## config.mk

```make
export PLATFORM = sky130hd
export DESIGN_NAME = mmio_slot_fabric
export DESIGN_NICKNAME = d
export VERILOG_FILES = /design/src/rtl/mmio_slot_fabric.sv
export SDC_FILE = /design/constraint.sdc
export NUM_CORES = 1
export LEC_CHECK = 0
export ABC_AREA = 1
export CORE_AREA = 2 2 309 311
export DETAILED_ROUTE_END_ITERATION = 16
export DIE_AREA = 0 0 311 313
export SLEW_MARGIN = 20
export SYNTH_ARGS = -nofsm -noshare
export SYNTH_HDL_FRONTEND = slang
export SYNTH_SLANG_ARGS = --single-unit
export TNS_END_PERCENT = 1
```

## constraint.sdc

```tcl
create_clock -name aclk -period 2.6 [get_ports aclk]
set_clock_uncertainty 0.2 [all_clocks]
set_input_delay 0.26 -clock aclk [delete_from_list [all_inputs] [get_ports aclk]]
set_output_delay 0.26 -clock aclk [all_outputs]
set_load 0.1 [all_outputs]
```

## src/rtl/mmio_slot_fabric.sv

```systemverilog
// AXI4-Lite slave bridging one outstanding bus access at a time onto NUM_SLOTS
// MMIO peripheral slots, with populated-slot mask, fair R/W grant and access watchdog.
module mmio_slot_fabric #(
   parameter int unsigned           NUM_SLOTS      = 16,
   parameter int unsigned           REG_W          = 8,
   parameter logic [NUM_SLOTS-1:0]  SLOT_EN        = {NUM_SLOTS{1'b1}},
   parameter int unsigned           TIMEOUT_CYCLES = 255
) (
   input  logic                      aclk,
   input  logic                      arst_n,
   input  logic [31:0]               S_AXI_awaddr,
   input  logic [2:0]                S_AXI_awprot,
   input  logic                      S_AXI_awvalid,
   output logic                      S_AXI_awready,
   input  logic [31:0]               S_AXI_wdata,
   input  logic [3:0]                S_AXI_wstrb,
   input  logic                      S_AXI_wvalid,
   output logic                      S_AXI_wready,
   output logic [1:0]                S_AXI_bresp,
   output logic                      S_AXI_bvalid,
   input  logic                      S_AXI_bready,
   input  logic [31:0]               S_AXI_araddr,
   input  logic [2:0]                S_AXI_arprot,
   input  logic                      S_AXI_arvalid,
   output logic                      S_AXI_arready,
   output logic [31:0]               S_AXI_rdata,
   output logic [1:0]                S_AXI_rresp,
   output logic                      S_AXI_rvalid,
   input  logic                      S_AXI_rready,
   output logic [NUM_SLOTS-1:0]      slot_chip_select,
   output logic                      read,
   output logic                      write,
   output logic [REG_W-1:0]          reg_addr,
   output logic [31:0]               slot_wr_data,
   input  logic [NUM_SLOTS*32-1:0]   slot_rd_data,
   input  logic [NUM_SLOTS-1:0]      slot_wr_done,
   input  logic [NUM_SLOTS-1:0]      slot_rd_done,
   input  logic [NUM_SLOTS-1:0]      slot_slave_error,
   input  logic [NUM_SLOTS-1:0]      slot_decode_error,
   output logic                      transaction_completed,
   output logic                      busy,
   output logic [15:0]               timeout_count
);

   localparam int unsigned SEL_W = $clog2(NUM_SLOTS);
   localparam int unsigned IDX_W = (SEL_W == 0) ? 1 : SEL_W;
   localparam int unsigned EXT_W = 1 << IDX_W;
   localparam int unsigned CNT_W = $clog2(TIMEOUT_CYCLES + 1);
   // Zero-padded so decoded indices beyond NUM_SLOTS read as unpopulated.
   localparam logic [EXT_W-1:0] SLOT_EN_EXT = EXT_W'(SLOT_EN);

   localparam logic [1:0] RESP_OKAY   = 2'b00;
   localparam logic [1:0] RESP_SLVERR = 2'b10;
   localparam logic [1:0] RESP_DECERR = 2'b11;

   typedef enum logic [2:0] {IDLE, WR_ACC, RD_ACC, WR_RESP, RD_RESP} state_t;

   state_t            state, state_d;
   logic              last_was_read;
   logic [REG_W-1:0]  reg_addr_q;
   logic [IDX_W-1:0]  idx_q;
   logic [31:0]       wdata_q, rdata_q;
   logic [1:0]        resp_q;
   logic [CNT_W-1:0]  cnt;
   logic [15:0]       tmo_cnt;

   logic              in_idle, grant_wr, grant_rd, slot_ok, strb_ok;
   logic [31:0]       acc_addr;
   logic [IDX_W-1:0]  acc_idx;
   logic              sel_done, timed_out;
   logic [1:0]        sel_resp;
   logic              unused_ok;

   assign unused_ok = ^{S_AXI_awprot, S_AXI_arprot};

   // Readies are gated by reset so nothing is offered while the block is held in reset.
   assign in_idle  = (state == IDLE) && arst_n;
   assign grant_wr = in_idle && S_AXI_awvalid && S_AXI_wvalid && (!S_AXI_arvalid || last_was_read);
   assign grant_rd = in_idle && S_AXI_arvalid && !grant_wr;
   assign acc_addr = grant_wr ? S_AXI_awaddr : S_AXI_araddr;
   assign acc_idx  = IDX_W'((acc_addr >> (REG_W + 2)) & ((32'd1 << SEL_W) - 32'd1));
   assign slot_ok  = SLOT_EN_EXT[acc_idx];
   assign strb_ok  = (S_AXI_wstrb == 4'hF);

   assign sel_done  = (state == WR_ACC) ? slot_wr_done[idx_q] : slot_rd_done[idx_q];
   assign timed_out = !sel_done && (cnt == CNT_W'(TIMEOUT_CYCLES - 1));
   assign sel_resp  = slot_decode_error[idx_q] ? RESP_DECERR :
                      slot_slave_error[idx_q]  ? RESP_SLVERR : RESP_OKAY;

   always_ff @(posedge aclk or negedge arst_n) begin
      if (!arst_n) state <= IDLE;
      else         state <= state_d;
   end

   // NOTE: every combinational output gets a default first so no path infers a latch.
   always_comb begin
      state_d = state;
      unique case (state)
         IDLE: begin
            if (grant_wr)      state_d = (slot_ok && strb_ok) ? WR_ACC : WR_RESP;
            else if (grant_rd) state_d = slot_ok ? RD_ACC : RD_RESP;
         end
         WR_ACC:  if (sel_done || timed_out) state_d = WR_RESP;
         RD_ACC:  if (sel_done || timed_out) state_d = RD_RESP;
         WR_RESP: if (S_AXI_bready) state_d = IDLE;
         RD_RESP: if (S_AXI_rready) state_d = IDLE;
         default: state_d = IDLE;
      endcase
   end

   // NOTE: sequential state uses non-blocking assignments so every register samples pre-edge values.
   always_ff @(posedge aclk or negedge arst_n) begin
      if (!arst_n) begin
         last_was_read <= 1'b1;
         reg_addr_q    <= '0;
         idx_q         <= '0;
         wdata_q       <= '0;
         rdata_q       <= '0;
         resp_q        <= RESP_OKAY;
         cnt           <= '0;
         tmo_cnt       <= '0;
      end else begin
         unique case (state)
            IDLE: begin
               if (grant_wr || grant_rd) begin
                  last_was_read <= grant_rd;
                  reg_addr_q    <= acc_addr[REG_W+1:2];
                  idx_q         <= acc_idx;
                  cnt           <= '0;
                  rdata_q       <= '0;
                  if (grant_wr) wdata_q <= S_AXI_wdata;
                  if (!slot_ok)                    resp_q <= RESP_DECERR;
                  else if (grant_wr && !strb_ok)   resp_q <= RESP_SLVERR;
                  else                             resp_q <= RESP_OKAY;
               end
            end
            WR_ACC, RD_ACC: begin
               cnt <= cnt + CNT_W'(1);
               if (sel_done) begin
                  resp_q <= sel_resp;
                  if (state == RD_ACC && sel_resp == RESP_OKAY)
                     rdata_q <= slot_rd_data[32*idx_q +: 32];
               end else if (timed_out) begin
                  resp_q  <= RESP_SLVERR;
                  rdata_q <= '0;
                  if (tmo_cnt != 16'hFFFF) tmo_cnt <= tmo_cnt + 16'd1;
               end
            end
            default: ;
         endcase
      end
   end

   assign S_AXI_awready = grant_wr;
   assign S_AXI_wready  = grant_wr;
   assign S_AXI_arready = grant_rd;
   assign S_AXI_bvalid  = (state == WR_RESP);
   assign S_AXI_bresp   = S_AXI_bvalid ? resp_q : 2'b00;
   assign S_AXI_rvalid  = (state == RD_RESP);
   assign S_AXI_rresp   = S_AXI_rvalid ? resp_q : 2'b00;
   assign S_AXI_rdata   = S_AXI_rvalid ? rdata_q : 32'h0;

   assign write            = (state == WR_ACC);
   assign read             = (state == RD_ACC);
   assign slot_chip_select = (write || read) ? (NUM_SLOTS'(1) << idx_q) : '0;
   assign reg_addr         = reg_addr_q;
   assign slot_wr_data     = wdata_q;

   assign transaction_completed = (S_AXI_bvalid && S_AXI_bready) || (S_AXI_rvalid && S_AXI_rready);
   assign busy                  = (state != IDLE);
   assign timeout_count         = tmo_cnt;

endmodule

```

==> summary.txt <==
Run status
  • Outcome: completed

Setup path
  • Worst-path fanout max: 7
  • CP max stage delay: approximately 480 ps
  • CP Cell Sequence: nor3_4 > inv_2 > nand2_4 > inv_6 > nor2_4 > clkinv_4 > nor3_4 > buf_12
  • Worst path most repeated cell: nor3_4
  • Crit. End Element: output pin
  • R2r setup slk: approximately 60 ps
  • R2r worst-path depth: 12
  • Worst Path Buf+Inv: 4
  • Crit Path Category: flop to output pin
  • Critical path startpoint: state[2]
  • Critical path arrival: ~2100 ps
  • Delay-heaviest family, CP: simple AND/OR/NAND/NOR gates
  • Critical Path RT: between 2000 and 2500 ps
  • Reg-to-Reg End: rdata_q[12]
  • Capture point of the worst path: slot_chip_select[14]
  • FF-to-FF Start: idx_q[0]
  • CP Depth: 8
  • Crit-path slowest cell: dfrtp_2
  • CP startpoint kind: flop

Die
  • Die span in x: approximately 310 um
  • Starting Density: between 10% and 20%
  • CORE AREA: ~94000 um2
  • Die Ht: 313 um
  • Die ar.: a little under 100000 um2
  • Ports: roughly 800
  • # rows: about 110

Power and ir drop
  • Sequential share of power: about an eighth
  • Cell area power density: ~1000 nW/um2
  • Sw Share: between 50% and 60%
  • Total chip power: a little over 20000 uW
  • Leak Pwr: around 0.0086 uW
  • Clock Power Share: about 7.3%
  • Worst vdd ir: 702 uV
  • Sw Pwr: 12300 uW
  • Combinational share of power: between 70% and 80%
  • Internal power: approximately 8000 uW

CTS
  • H-tree depth: 3
  • Root Buffer: clkbuf_16
  • Clock sink count: around 110
  • Clock slew at reported path FFs: around 90 ps
  • Number of CTS-inserted buffers: 9
  • Worst skew pair latency: approximately 400 ps
  • CTS tree: done
  • Clk buf depth: 2

Synth
  • Synth Cell Area: around 9700 um2
  • Synth Area in XOR/XNOR: 1.44%
  • Synth cell types: 32
  • Compound-Gate Fraction of Synth Area: around 7.5%
  • Largest family of logic cells by synthesized area: simple AND/OR/NAND/NOR gates
  • Avg Cell Area, Syn: approximately 5.6 um2
  • Mapped Nets: 2427
  • Syn Inst Count: about 1700
  • Post-synthesis sequential area ratio: between 20% and 30%
  • Simple-gate share of the synthesized area: 54.7%
  • Adder-cell share of the synthesized area: less than 1%
  • Post-synthesis mux area share: 0%
  • YS warnings: 0
  • Number of synthesized register bits: between 100 and 150

Placed design
  • GP Congestion: roughly 0.9
  • Hpwl dp: approximately 69 mm
  • Port buffer count: between 700 and 800
  • Placed Cells incl. Taps: 3739

STA
  • Final Max Slew Viols: 0
  • Setup TNS Final: 0 ps
  • Final period util: a little under 100%
  • Worst-Margin Slew: around 940 ps
  • Fmax achieved: between 300 and 400 MHz
  • Final setup viols: 0
  • Worst slew margin: between 30% and 40%
  • Period minus WS final: about 2600 ps
  • RSZ-0062 raised after global routing: true
  • Hold Fails Final Rpt: 0

GRT
  • Vias in the first global route: about 15000
  • GR Overflow Total: 0
  • Largest net degree at the start of global routing: 68
  • Initial antenna violation count: 40
  • First-pass GRT wire length: ~110 mm
  • Gr usage total: roughly 16%

Drt
  • DR pass1 iterations: 5
  • Final wirelength: roughly 82 mm
  • Routed Antenna Nets: 0
  • Via count: roughly 15000
  • Vias per cell: 3.91
  • Remaining DRCs: 0
  • Iter 0 DRT Violations: ~970
  • Per-cell routed wire length: between 20 and 25 um

Layout
  • Final Util: between 20% and 30%
  • Ratio of cells with drive above 1 in the final layout: 12.2%
  • Area growth syn-to-layout: 111%
  • Fin cells: 3790
  • Most common cell after layout, fill and taps aside: nand2_1
  • Commonest cells after routing, fill and taps aside: nand2_1 (900), clkdlybuf4s50_1 (641), buf_4 (146)
  • Nets: around 3200
  • Fill count: roughly 11000

Hold path
  • Worst min path class: input port to flop

Job
  • Max-cap viol count: 0
## metrics by stage
stage	setup WS, ps	hold slack, ps	instance area, um2
global placement	-17.5	211	20000
floorplan	-537	-236	9870
detailed placement	-24.3	217	20000
global route	-70.3	188	20500
finish	27.0	191	20600
CTS	-18.2	159	20300
## cells in the mapped netlist
master / number / area, um2
nand2_1: 906 / 3400
nand4_1: 126 / 788
nand3_1: 114 / 571
nor2_1: 114 / 428
dfrtp_1: 105 / 2630
inv_1: 77 / 289
o21ai_0: 49 / 245
buf_2: 48 / 240
clkbuf_1: 42 / 158
a22oi_1: 33 / 248
a21oi_1: 32 / 160
buf_1: 17 / 63.8
xor2_1: 12 / 105
nor3_1: 11 / 55.1
buf_4: 9 / 67.6
inv_2: 9 / 33.8
o22ai_1: 5 / 31.3
nor2_2: 4 / 25.0
xnor2_1: 4 / 35.0
ha_1: 3 / 37.5
nand2_2: 3 / 18.8
nor3_2: 2 / 20.0
a21oi_4: 1 / 16.3
a22o_1: 1 / 8.76
a31oi_1: 1 / 6.26
clkinv_1: 1 / 3.75
dfstp_2: 1 / 26.3
nand2_4: 1 / 11.3
nand3b_1: 1 / 7.51
nor4_1: 1 / 6.26
o21ai_1: 1 / 5.00
o311ai_0: 1 / 8.76
## power groups by stage
stage               sequential [uW]  combinational [uW]  clock [uW]
CTS                            2640               16400        1590
detailed placement             2650               16300           0
global route                   2710               17800        1640
finish                         2630               16400        1500
floorplan                      4660                6950           0
global placement               2650               16200           0
## cell type report
cell class,instances,area [um2],area share (%)
Tap cell,1265,1580,7.70
Antenna cell,17,42.5,0.207
Multi-Input combinational cell,1426,6430,31.3
Inverter,87,352,1.71
Clock buffer,9,225,1.10
Timing Repair Buffer,873,9200,44.7
Clock inverter,7,66.3,0.323
Sequential cell,106,2670,13.0
## kinds of logic after synthesis
logic type,count (synthesis)
AO/OA/AOI/OAI,124
buffers and inverters,203
XOR/XNOR,16
AND/OR/NAND/NOR,1283
flip-flops,106
adder cells (fa/ha/maj),3
## metal layers
layer	GRT usage (%)	routed length [um]	vias to the layer above
met5	0	172	-
met4	5.35	2330	28
met3	6.58	8460	106
met2	25.7	36400	621
met1	19.6	34200	6906
li1	-	-	7139
## worst reg2reg max path, stage by stage (launching register included)
cell and delay (ps):
dfrtp_2 440, buf_4 190, nor2_4 60, buf_12 150
buf_4 240, nand2_1 110, nand4_1 100, o21ai_0 530
nand2_1 100, nand2_1 130, nor2_1 60, nand3_1 80
nand2_1 60
## flip-flops by register name (all words and copies together) (netlist names)
signal	count
reg_addr	8
last_was_read	1
timeout_count	16
resp_q	2
state	3
cnt	8
rdata_q	32
idx_q	4
slot_wr_data	32
## worst min-delay path by stage
stage,start,end,slack [ps],depth (start not counted)
finish,S_AXI_wdata[3],slot_wr_data[3],190,3
global route,S_AXI_wdata[7],slot_wr_data[7],190,3
detailed placement,arst_n,state[2],220,2
CTS,S_AXI_wdata[3],slot_wr_data[3],160,3
floorplan,arst_n,cnt[0],-240,0
global placement,arst_n,state[2],210,2
## timing repair
action / CTS / global route
setup endpoints to repair: 43 / 51
buffers inserted: 0 / 16
hold endpoints to repair: 105 / 0
gates cloned: 0 / 1
hold buffers: 1 / 0
pin swaps: 0 / 7
resized for setup: 11 / 24
Note: power is estimated with default switching activity, not from simulation.
